<file path="src/rtl/ysyx_23060191_mem_arbiter.sv">
// ============================================================================
// Module  : ysyx_23060191_mem_arbiter
// Brief   : Shares one memory port between IFU fetch and LSU load/store,
//           one transaction in flight. YSYX_23060191_ARB_RR_EN selects
//           round-robin arbitration instead of fixed LSU priority.
// Revision: 1.0 - initial release
// ============================================================================
`default_nettype none

module ysyx_23060191_mem_arbiter #(
    parameter int ADDR_W = 32,
    parameter int DATA_W = 32,
    parameter int MASK_W = 4
) (
    input  logic              clk,
    input  logic              rst,
    input  logic              ifu_req_valid,
    output logic              ifu_req_ready,
    input  logic [ADDR_W-1:0] ifu_addr,
    output logic              ifu_resp_valid,
    output logic [DATA_W-1:0] ifu_rdata,
    input  logic              lsu_req_valid,
    output logic              lsu_req_ready,
    input  logic [ADDR_W-1:0] lsu_addr,
    input  logic              lsu_wen,
    input  logic [DATA_W-1:0] lsu_wdata,
    input  logic [MASK_W-1:0] lsu_wmask,
    output logic              lsu_resp_valid,
    output logic [DATA_W-1:0] lsu_rdata,
    output logic              mem_req_valid,
    input  logic              mem_req_ready,
    output logic [ADDR_W-1:0] mem_addr,
    output logic              mem_wen,
    output logic [DATA_W-1:0] mem_wdata,
    output logic [MASK_W-1:0] mem_wmask,
    input  logic              mem_resp_valid,
    input  logic [DATA_W-1:0] mem_rdata,
    output logic              arb_err
);

    typedef enum logic [1:0] {
        S_IDLE = 2'd0,
        S_REQ  = 2'd1,
        S_WAIT = 2'd2
    } state_t;

    state_t            state_q, state_d;
    logic              owner_lsu_q, owner_lsu_d;
    logic [ADDR_W-1:0] addr_q, addr_d;
    logic              wen_q, wen_d;
    logic [DATA_W-1:0] wdata_q, wdata_d;
    logic [MASK_W-1:0] wmask_q, wmask_d;
    logic [DATA_W-1:0] ifu_rdata_q, ifu_rdata_d;
    logic [DATA_W-1:0] lsu_rdata_q, lsu_rdata_d;
    logic              ifu_resp_q, ifu_resp_d;
    logic              lsu_resp_q, lsu_resp_d;
    logic              arb_err_q, arb_err_d;
    logic              grant_lsu;
    logic              accept;

`ifdef YSYX_23060191_ARB_RR_EN
    logic rr_last_lsu_q, rr_last_lsu_d;

    // On contention the grant goes to whoever did not win last time.
    assign grant_lsu     = lsu_req_valid && (!ifu_req_valid || !rr_last_lsu_q);
    assign rr_last_lsu_d = accept ? grant_lsu : rr_last_lsu_q;

    always_ff @(posedge clk or posedge rst) begin
        if (rst) begin
            rr_last_lsu_q <= 1'b0;
        end else begin
            rr_last_lsu_q <= rr_last_lsu_d;
        end
    end
`else
    assign grant_lsu = lsu_req_valid;
`endif

    // Ready is gated by rst so nothing is accepted while reset is held.
    assign accept        = (state_q == S_IDLE) && !rst && (ifu_req_valid || lsu_req_valid);
    assign lsu_req_ready = accept && grant_lsu;
    assign ifu_req_ready = accept && !grant_lsu;

    assign mem_req_valid  = (state_q == S_REQ);
    assign mem_addr       = addr_q;
    assign mem_wen        = wen_q;
    assign mem_wdata      = wdata_q;
    assign mem_wmask      = wmask_q;
    assign ifu_resp_valid = ifu_resp_q;
    assign lsu_resp_valid = lsu_resp_q;
    assign ifu_rdata      = ifu_rdata_q;
    assign lsu_rdata      = lsu_rdata_q;
    assign arb_err        = arb_err_q;

    always_comb begin
        state_d     = state_q;
        owner_lsu_d = owner_lsu_q;
        addr_d      = addr_q;
        wen_d       = wen_q;
        wdata_d     = wdata_q;
        wmask_d     = wmask_q;
        ifu_rdata_d = ifu_rdata_q;
        lsu_rdata_d = lsu_rdata_q;
        ifu_resp_d  = 1'b0;
        lsu_resp_d  = 1'b0;
        arb_err_d   = arb_err_q || (mem_resp_valid && (state_q != S_WAIT));
        case (state_q)
            S_IDLE: begin
                if (accept) begin
                    owner_lsu_d = grant_lsu;
                    state_d     = S_REQ;
                    if (grant_lsu) begin
                        addr_d  = lsu_addr;
                        wen_d   = lsu_wen;
                        wdata_d = lsu_wdata;
                        wmask_d = lsu_wmask;
                    end else begin
                        addr_d  = ifu_addr;
                        wen_d   = 1'b0;
                        wdata_d = '0;
                        wmask_d = '0;
                    end
                end
            end
            S_REQ: begin
                if (mem_req_ready) begin
                    state_d = S_WAIT;
                end
            end
            S_WAIT: begin
                if (mem_resp_valid) begin
                    state_d = S_IDLE;
                    if (owner_lsu_q) begin
                        lsu_rdata_d = mem_rdata;
                        lsu_resp_d  = 1'b1;
                    end else begin
                        ifu_rdata_d = mem_rdata;
                        ifu_resp_d  = 1'b1;
                    end
                end
            end
            default: begin
                state_d = S_IDLE;
            end
        endcase
    end

    always_ff @(posedge clk or posedge rst) begin
        if (rst) begin
            state_q     <= S_IDLE;
            owner_lsu_q <= 1'b0;
            addr_q      <= '0;
            wen_q       <= 1'b0;
            wdata_q     <= '0;
            wmask_q     <= '0;
            ifu_rdata_q <= '0;
            lsu_rdata_q <= '0;
            ifu_resp_q  <= 1'b0;
            lsu_resp_q  <= 1'b0;
            arb_err_q   <= 1'b0;
        end else begin
            state_q     <= state_d;
            owner_lsu_q <= owner_lsu_d;
            addr_q      <= addr_d;
            wen_q       <= wen_d;
            wdata_q     <= wdata_d;
            wmask_q     <= wmask_d;
            ifu_rdata_q <= ifu_rdata_d;
            lsu_rdata_q <= lsu_rdata_d;
            ifu_resp_q  <= ifu_resp_d;
            lsu_resp_q  <= lsu_resp_d;
            arb_err_q   <= arb_err_d;
        end
    end

endmodule

`default_nettype wire

</file>
<file path="config.mk">
export PLATFORM = sky130hd
export DESIGN_NAME = ysyx_23060191_mem_arbiter
export DESIGN_NICKNAME = d
export VERILOG_FILES = /design/src/rtl/ysyx_23060191_mem_arbiter.sv
export SDC_FILE = /design/constraint.sdc
export NUM_CORES = 1
export LEC_CHECK = 0
export ABC_AREA = 1
export BUFFER_PORTS_ARGS = -buffer_cell sky130_fd_sc_hd__buf_2
export CELL_PAD_IN_SITES_DETAIL_PLACEMENT = 1
export CELL_PAD_IN_SITES_GLOBAL_PLACEMENT = 1
export CORE_ASPECT_RATIO = 1.5
export CORE_MARGIN = 8
export CORE_UTILIZATION = 36
export CTS_CLUSTER_SIZE = 8
export DETAILED_ROUTE_END_ITERATION = 10
export GPL_TIMING_DRIVEN = 1
export HOLD_SLACK_MARGIN = 0.02
export PLACE_DENSITY_LB_ADDON = 0.1
export SLEW_MARGIN = 25
export SYNTH_ARGS = -nofsm -noshare
export SYNTH_HDL_FRONTEND = slang
export SYNTH_SLANG_ARGS = --single-unit
</file>
<file path="constraint.sdc">
create_clock -name clk -period 14.87 [get_ports clk]
set_input_delay 1.487 -clock clk [delete_from_list [all_inputs] [get_ports clk]]
set_output_delay 1.487 -clock clk [all_outputs]
set_load 0.1 [all_outputs]
</file>
* Word level (Yosys, flattened, before mapping) *
Index checks and enable logic that the tools add are counted.

storage, ports and cells
  bits of input ports = 139
  output and inout port bits = 139
  logic and storage cells = 46
  register bits after elaboration = 139

cells by class
  reductions and logical operators = 14
  equality and inequality tests = 6
  multiplexer cells = 14
  bitwise operators = 1

operators with widths
  kind                count
  $mux 32             2
  $reduce_and 3->1    3
  $mux 1              7
  $mux 2              3
  $ne 2x2->1 const B  3
  $pmux 2 s3          1
  $logic_and 1x1->1   5
  $mux 4              1
  $eq 2x1->1 const B  1
  $eq 2x2->1 const B  1
  $logic_not 1->1     2
  $logic_not 2->1     1
  $logic_or 1x1->1    2
  $ne 2x1->1 const B  1
  $reduce_and 2->1    1
  $not 1->1           1

* Depth between registers and ports, before layout *
Gate-level depths: netlist (run 1).

  depth after elaboration = 5
  gate-level depth with buffers = 7
  depth with buffers taken out = 5

* Worst setup path after synthesis (run 1) *
Ideal clock, no wire load.

  path kind = input-to-output
  start = input rst
  end = output ifu_req_ready
  stages on the path = 4
  data arrival time = 6.842 ns
  slack = 6.541 ns
  cells stage by stage = inv_2 > buf_1 > nand3_1 > inv_1

on the way
  cells in the longest elaborated chain, start to end = 4

RTL lines
  what                             RTL line  RTL
  from (decl)                      16        input logic rst,
  $logic_not 1->1 (no line)        n/a
  $logic_and 1x1->1 (2 in series)  80        assign accept = (state_q == S_IDLE) && !rst && (ifu_req_valid || lsu_req_valid);
  $logic_and 1x1->1                82        assign ifu_req_ready = accept && !grant_lsu;
  to (decl)                        18        output logic ifu_req_ready,

No other way between the ends.

* Worst setup path in the final report (run 1) *
  start = input lsu_req_valid
  end = output ifu_req_ready

on the way
  cells in the longest elaborated chain, start to end = 3
  elaborated cells on any way between the ends = 4
  classes of those cells = 4 x reduce/logical

RTL lines
  what                 RTL line  RTL
  from (decl)          22        input logic lsu_req_valid,
  $logic_or 1x1->1     80
  $logic_and 1x1->1    80
  $logic_and 1x1->1 *  82

Mark *: on every way between the ends. The rest lies on a longest branch, timed or not.

==> results of run 1 <==
## through the flow
stage               setup slack, ps  hold slack (ps)  utilization, %  cell area (sq um)  cells
global placement               9940              454            44.6               7700   1204
finish                        10000              472            48.4               8360   1236
detailed placement             9930              459            44.7               7720   1205
CTS                            9920              474            48.4               8360   1236
global route                   9810              495            48.4               8360   1236
floorplan                      6540              464               -               6300    754
## sequential cells by signal, summed over array words and instances, names as in the netlist
signal,flops
arb_err,1
ifu_rdata,32
ifu_resp_valid,1
lsu_rdata,32
lsu_resp_valid,1
mem_addr,32
mem_wdata,32
mem_wen,1
mem_wmask,4
owner_lsu_q,1
state_q,2
## layer usage
metal / wire [um] / GRT usage, % / share of wire, % / up-vias
met4: 555 / 7.37 / 2.7 / 4
li1: - / - / - / 2820
met3: 1640 / 6.21 / 8.1 / 36
met5: 22 / 0 / 0.11 / -
met1: 7840 / 20.7 / 39 / 2606
met2: 10200 / 31.5 / 50 / 182
## worst min-delay path by stage
stage                              startpoint                         to  slack, ps  depth (start not counted)
floorplan             owner_lsu_q$_DFFE_PP0P_    owner_lsu_q$_DFFE_PP0P_        460                          2
global placement            arb_err$_DFF_PP0_          arb_err$_DFF_PP0_        450                          1
detailed placement   mem_wdata[5]$_DFFE_PP0P_   mem_wdata[5]$_DFFE_PP0P_        460                          2
CTS                         arb_err$_DFF_PP0_          arb_err$_DFF_PP0_        470                          1
global route        ifu_rdata[17]$_DFFE_PP0P_  ifu_rdata[17]$_DFFE_PP0P_        500                          2
finish                      arb_err$_DFF_PP0_          arb_err$_DFF_PP0_        470                          1
## final cells by class
type / count / area (sq um)
clock buffers: 17 / 425
multi-input cells: 489 / 2210
well taps: 213 / 267
repair buffers: 284 / 1460
inverters: 80 / 308
flip-flops and latches: 139 / 3480
fillers: 2177 / 8920
clock inverters: 14 / 209
## logic make-up after synthesis
group	Yosys count
AOI/OAI and AO/OA	66
buffers and inverters	126
DFF	139
and+or+nand+nor	423
## worst max-delay path, stage by stage
cell     delay [ps]
buf_2           540
buf_4           480
inv_2           340
nand3_1         180
inv_1            40
buf_2           280
## synthesized netlist by cell type, drive strengths merged
cell and n:
buf 39, clkbuf 7, dfrtp 139, inv 80, nand2 345, nand3 71, nand4 1, nor2 6
o21ai 64, o21bai 1, o31ai 1
==> flow_metrics.py, run 1 <==
metrics = {
    "floorplan": {
        "fp.dieH_um": 178,
        "std_cell_rows": 59,
        "die_w_um": 124,
        "initial_core_util_pct": 36.5,
        "core_area_sq_mm": 0.0173,
        "die_area_sq_mm": 0.0221,
        "io-pin-count": 278,
    },
    "routing": {
        "dr.pass1.iters": 4,
        "drt-wirelength-per-cell_um": 16.4,
        "finalWirelength_um": 20300,
        "antenna_left": 0,
        "vias": 5648,
        "vias_per_cell": 4.57,
        "drc": 0,
        "drt-initial-drc-count": 274,
    },
    "layout": {
        "layout-drive-gt1-share_pct": 36.1,
        "final_common_cell": "nand2_1",
        "syn2layout_area_growth_pct": 32.7,
        "layout_common_cells": "nand2_1 (343), buf_2 (277), dfrtp_1 (139)",
        "fin_nets": 1150,
        "diodes": 0,
    },
    "worst_setup_path": {
        "crit_fanout": 39,
        "rr_startpoint": "state_q[0]$_DFFE_PP0P_",
        "critPathKind": "in2out",
        "endpoint": "ifu_req_ready",
        "r2r_cells": 5,
        "timing.rr.end": "mem_wdata[19]$_DFFE_PP0P_",
        "crit_path_end_kind": "primary output",
        "regToRegSetupSlack_ps": 12900,
        "required_ps": 13380,
        "start_kind": "input port",
        "crit_path_start": "lsu_req_valid",
        "crit_arrival_ps": 3380,
    },
    "cts": {
        "insertion_delay_ps": 420,
        "cts_buffers": 17,
        "cts_resized": 0,
        "cts_setup_buffers": 0,
        "cts_root_buf": "clkbuf_16",
        "cts_hold_buf": 0,
        "cts_tree": "yes",
        "clock_path_buffers": 2,
        "cts.reportedPaths.clkPinSlew_ps": 60,
        "cts.sinks": 139,
        "h-tree-depth": 4,
    },
    "min_path": {
        "hp-class": "reg2reg",
    },
    "status": {
        "status": "finished, final reports clean",
    },
    "timing": {
        "slew_viol_final": 0,
        "period_needed_ps": 4870,
        "setup_viol": 0,
        "rsz0062_at_grt": "false",
        "fin_tns_setup_ps": 0,
        "period_share_pct": 32.8,
        "finalHoldViolations": 0,
        "final.setup_skew_ps": 9.54,
        "slew_headroom_pct": 46.9,
        "worst_pin_slew_ps": 796,
        "timing.fmax_mhz": 205,
    },
    "placement": {
        "hpwl_um": 14700,
        "portBuffers": 277,
        "routabilityCongestion": 0.753,
    },
    "logic_synthesis": {
        "synth_compound_area_share_pct": 8.07,
        "syn_nets": 893,
        "syn_area_per_cell_sq_um": 8.35,
        "ys_types": 18,
        "yosys_register_bits": 139,
        "synth_top_cell_by_area": "dfrtp_1",
        "netlist_instances": 754,
        "synth-simple-area-share_pct": 27.0,
        "ys_warn_count": 0,
        "synth_mux_area_share_pct": 0,
        "synth-xor-area-share_pct": 0,
        "synthTopCellsByArea": "dfrtp_1 (55%), nand2_1 (21%), o21ai_2 (6.4%)",
        "synthAdderAreaFrac_pct": 0,
        "synth_top_family_by_area": "simple AND/OR/NAND/NOR gates",
        "yosys.area.top_type_share_pct": 55.2,
        "synth_area_sq_mm": 0.00630,
        "ys_seq_area_share_pct": 55.2,
    },
    "global_route": {
        "grt_overflow": 0,
        "grt_max_degree": 129,
        "antenna_found_initial": 2,
        "grt_pass1_wl_um": 31800,
        "grt_pass1_vias": 6120,
        "grt_usage_pct": 18.5,
    },
    "run": {
        "drv_cap": 0,
    },
}
Power of run 1 is not shown: default switching activity piles up to over one toggle a cycle in this logic, so the estimate is an artifact.
==> inputs of run 2 (changes only) <==
--- a/config.mk
+++ b/config.mk
@@ -11,7 +11,7 @@
 export CELL_PAD_IN_SITES_GLOBAL_PLACEMENT = 1
 export CORE_ASPECT_RATIO = 1.5
 export CORE_MARGIN = 8
-export CORE_UTILIZATION = 36
+export CORE_UTILIZATION = 34
 export CTS_CLUSTER_SIZE = 8
 export DETAILED_ROUTE_END_ITERATION = 10
 export GPL_TIMING_DRIVEN = 1
==> constraint.sdc (replaced) <==
create_clock -name clk -period 4.7 [get_ports clk]
set_input_delay 0.47 -clock clk [delete_from_list [all_inputs] [get_ports clk]]
set_output_delay 0.47 -clock clk [all_outputs]
set_load 0.1 [all_outputs]
==> run 2 against run 1 <==
Register-to-register slack got worse by 10000 ps. Worst hold slack got worse by 410 ps. Cell count increased by 0.81%. First-iteration DRC count increased by 19%. Design area about the same. Sequential share of layout area about the same. Critical path depth increased by 1. Clock skew decreased by 2.9 ps. Global-route usage decreased by 1.2 points. Sequential cell count unchanged.
==> flow_metrics.py, run 2 (same netlist as run 1, synthesis figures left out) <==
metrics = {
    "global_route": {
        "grt_max_degree": 84,
        "antenna_found_initial": 4,
        "grt_usage_pct": 17.3,
        "grt_pass1_wl_um": 32100,
        "grt_pass1_vias": 6114,
        "grt_overflow": 0,
    },
    "timing": {
        "setup_viol": 0,
        "slew_headroom_pct": 41.6,
        "final.setup_skew_ps": 6.68,
        "period_needed_ps": 2740,
        "period_share_pct": 58.2,
        "timing.fmax_mhz": 366,
        "fin_tns_setup_ps": 0,
        "finalHoldViolations": 0,
        "rsz0062_at_grt": "false",
        "worst_pin_slew_ps": 876,
        "slew_viol_final": 0,
    },
    "worst_setup_path": {
        "timing.rr.end": "mem_wdata[12]$_DFFE_PP0P_",
        "crit_fanout": 45,
        "path_buf_inv": 4,
        "crit_top_cell": "buf_2",
        "slowest_delay_ps": 510,
        "critPathKind": "in2out",
        "crit_chain": "buf_2 > buf_4 > nor2_1 > nor2_4 > nand3_1 > inv_1 > buf_2",
        "crit_path_start": "lsu_req_valid",
        "regToRegSetupSlack_ps": 2730,
        "rr_startpoint": "state_q[0]$_DFFE_PP0P_",
        "start_kind": "input port",
        "worstSetupPathDepth": 7,
        "endpoint": "ifu_req_ready",
        "required_ps": 4230,
        "slowest_stage": "buf_4",
        "r2r_cells": 5,
        "path_delay_family": "buffers and inverters",
        "crit_arrival_ps": 2270,
        "crit_path_end_kind": "primary output",
    },
    "floorplan": {
        "die_area_sq_mm": 0.0232,
        "initial_core_util_pct": 34.4,
        "std_cell_rows": 61,
        "core_area_sq_mm": 0.0183,
        "die_w_um": 127,
        "fp.dieH_um": 183,
        "io-pin-count": 278,
    },
    "min_path": {
        "hp-class": "in2async",
    },
    "cts": {
        "cts_resized": 0,
        "h-tree-depth": 4,
        "cts_hold_buf": 0,
        "cts_setup_buffers": 0,
        "cts.reportedPaths.clkPinSlew_ps": 60,
        "cts.sinks": 139,
        "cts_tree": "yes",
        "clock_path_buffers": 2,
        "insertion_delay_ps": 410,
        "cts_buffers": 17,
        "cts_root_buf": "clkbuf_16",
    },
    "layout": {
        "fin_nets": 1151,
        "layout_common_cells": "nand2_1 (343), buf_2 (277), dfrtp_1 (139)",
        "layout-drive-gt1-share_pct": 36.1,
        "nFillCells": 2362,
        "final_common_cell": "nand2_1",
        "syn2layout_area_growth_pct": 32.8,
    },
    "routing": {
        "drt-initial-drc-count": 326,
        "vias_per_cell": 4.57,
        "finalWirelength_um": 20000,
        "vias": 5692,
        "drt-wirelength-per-cell_um": 16.0,
        "dr.pass1.iters": 4,
        "drc": 0,
        "antenna_left": 0,
    },
    "placement": {
        "hpwl_um": 14800,
        "routabilityCongestion": 0.726,
        "portBuffers": 277,
    },
    "run": {
        "drv_cap": 0,
    },
    "status": {
        "status": "finished, final reports clean",
    },
}
## run 2: through the flow
step                      area [sq um]  utilization [%]  setup slack (ps)  hold slack, ps  std cells
after floorplan                   6300                -               639             464        754
final                             8360             45.6              1960            57.7       1246
after CTS                         8350             45.6              1910            60.4       1244
after detailed placement          7720             42.1              1920             463       1213
after global placement            7720             42.1              1940             456       1213
after global routing              8360             45.6              1810            71.3       1246
## run 2: layout make-up
cell class              count  area [sq um]  area share (%)
clock buffers              17           425            5.09
flip-flops and latches    139          3480            41.6
inverters                  80           308            3.68
well taps                 220           275            3.29
repair buffers            285          1450            17.3
diodes                      2          5.00          0.0599
multi-input cells         489          2210            26.5
clock inverters            14           208            2.48
## run 2: how the worst min path moves through the flow
stage	from	depth (start not counted)	end
CTS	rst	2	mem_wdata[24]$_DFFE_PP0P_
finish	rst	2	mem_addr[30]$_DFFE_PP0P_
global placement	mem_addr[7]$_DFFE_PP0P_	2	mem_addr[7]$_DFFE_PP0P_
global route	rst	2	mem_addr[30]$_DFFE_PP0P_
floorplan	owner_lsu_q$_DFFE_PP0P_	2	owner_lsu_q$_DFFE_PP0P_
detailed placement	mem_wdata[8]$_DFFE_PP0P_	2	mem_wdata[8]$_DFFE_PP0P_
## run 2: metal layers
metal  GRT usage (%)  wire length [um]  vias to the layer above  share of wire [%]
met4            5.21               284                        4                1.4
met2            28.6              9840                      187                 49
met5               0                18                        -              0.090
met3            7.16              1650                       22                8.3
li1                -                 -                     2824                  -
met1            20.0              8190                     2655                 41
Power of run 2 is left out for the same reason.
==> inputs of run 3 (changes only) <==
==> constraint.sdc (replaced) <==
create_clock -name clk -period 2.7 [get_ports clk]
set_input_delay 0.27 -clock clk [delete_from_list [all_inputs] [get_ports clk]]
set_output_delay 0.27 -clock clk [all_outputs]
set_load 0.1 [all_outputs]
==> run 3 against run 2 <==
Cell count up 0.32%. Sequential share of layout area down 0.49 points. Worst hold slack about the same. Routed wire length up 0.56%. Largest cell class unchanged. Setup slack worse by 1500 ps.
==> flow_metrics.py, run 3 (same netlist as run 1, synthesis figures left out) <==
metrics = {
    "global_route": {
        "antenna_found_initial": 2,
        "grt_usage_pct": 17.9,
        "grt_pass1_vias": 6189,
        "grt_overflow": 0,
        "grt_max_degree": 82,
        "grt_pass1_wl_um": 33000,
    },
    "min_path": {
        "holdPathEnd": "state_q[0]$_DFFE_PP0P_",
        "holdPathStages": 2,
        "hp-class": "in2reg",
        "hold_start": "mem_req_ready",
    },
    "cts": {
        "insertion_delay_ps": 410,
        "cts_buffers": 17,
        "cts.sinks": 139,
        "cts.reportedPaths.clkPinSlew_ps": 50,
        "cts_tree": "yes",
        "clock_path_buffers": 2,
        "h-tree-depth": 4,
        "cts_root_buf": "clkbuf_16",
    },
    "placement": {
        "portBuffers": 277,
        "hpwl_um": 14700,
        "routabilityCongestion": 0.721,
    },
    "floorplan": {
        "io-pin-count": 278,
        "initial_core_util_pct": 34.4,
        "fp.dieH_um": 183,
        "core_area_sq_mm": 0.0183,
        "die_w_um": 127,
        "die_area_sq_mm": 0.0232,
        "std_cell_rows": 61,
    },
    "worst_setup_path": {
        "crit_path_end_kind": "primary output",
        "required_ps": 2430,
        "critPathKind": "in2out",
        "start_kind": "input port",
        "timing.rr.end": "lsu_rdata[18]$_DFFE_PP0P_",
        "rr_startpoint": "state_q[1]$_DFFE_PP0P_",
        "regToRegSetupSlack_ps": 940,
        "crit_fanout": 67,
        "r2r_cells": 6,
        "crit_arrival_ps": 2010,
    },
    "timing": {
        "rsz0062_at_grt": "false",
        "final.setup_skew_ps": 7.64,
        "timing.fmax_mhz": 438,
        "setup_viol": 0,
        "fin_tns_setup_ps": 0,
        "period_needed_ps": 2280,
        "slew_viol_final": 0,
        "slew_headroom_pct": 45.1,
        "worst_pin_slew_ps": 821,
        "period_share_pct": 84.5,
        "finalHoldViolations": 0,
    },
    "run": {
        "drv_cap": 0,
    },
    "status": {
        "status": "finished, final reports clean",
    },
    "layout": {
        "layout-drive-gt1-share_pct": 36.2,
        "diodes": 0,
        "final_common_cell": "nand2_1",
        "utilization_pct": 46.2,
        "fin_nets": 1156,
        "layout_common_cells": "nand2_1 (343), buf_2 (276), dfrtp_1 (139)",
        "multi_input_area_sq_mm": 0.00221,
        "syn2layout_area_growth_pct": 34.4,
        "nFillCells": 2329,
        "ff_latch_area_sq_mm": 0.00348,
    },
    "routing": {
        "finalWirelength_um": 20100,
        "drt-initial-drc-count": 319,
        "dr.pass1.iters": 4,
        "vias": 5660,
        "drt-wirelength-per-cell_um": 16.1,
        "vias_per_cell": 4.53,
        "antenna_left": 0,
        "drc": 0,
    },
}
-- run 3: per-stage QoR --
step	setup WS, ps	area, sq um	std cells	hold WS (ps)
finish	418	8460	1250	57.8
global route	309	8460	1250	68.8
CTS	388	8460	1250	36.1
detailed placement	931	7790	1217	329
global placement	937	7790	1217	332
floorplan	163	6300	754	367
-- run 3: routing by layer --
| layer | GRT usage (%) | wire [um] | up-vias |
|---|---|---|---|
| li1 | - | - | 2833 |
| met1 | 20.3 | 8030 | 2616 |
| met2 | 29.6 | 9810 | 188 |
| met3 | 8.09 | 1960 | 19 |
| met4 | 5.40 | 267 | 4 |
| met5 | 0 | 23 | - |
-- run 3: worst max-delay path, stage by stage --
cell and delay [ps]:
dlygate4sd3_1 530, buf_2 150, inv_8 310, nand4_1 190, inv_1 110, buf_2 430
-- run 3: area by class of cell --
class / instances / area share, %
Timing Repair Buffer: 290 / 18.0
Clock buffer: 22 / 5.60
Tap cell: 220 / 3.25
Clock inverter: 10 / 2.20
Multi-Input combinational cell: 489 / 26.1
Inverter: 80 / 3.64
Sequential cell: 139 / 41.1
-- run 3: worst max-delay path by stage --
stage / start / end / slack [ps] / depth (start not counted)
2_1_floorplan: rst / ifu_req_ready / 160 / 4
3_3_place_gp: rst / lsu_req_ready / 940 / 5
3_5_place_dp: state_q[1]$_DFFE_PP0P_ / lsu_rdata[18]$_DFFE_PP0P_ / 930 / 6
4_1_cts: rst / lsu_req_ready / 390 / 6
5_1_grt: rst / lsu_req_ready / 310 / 6
6_report: rst / lsu_req_ready / 420 / 6
-- run 3: timing repair --
item,CTS,global route
gates resized for setup,0,0
hold buffers,1,0
buffers inserted,0,0
endpoints found under the setup margin,0,0
hold endpoints to repair,38,0
Power of run 3 is left out for the same reason.
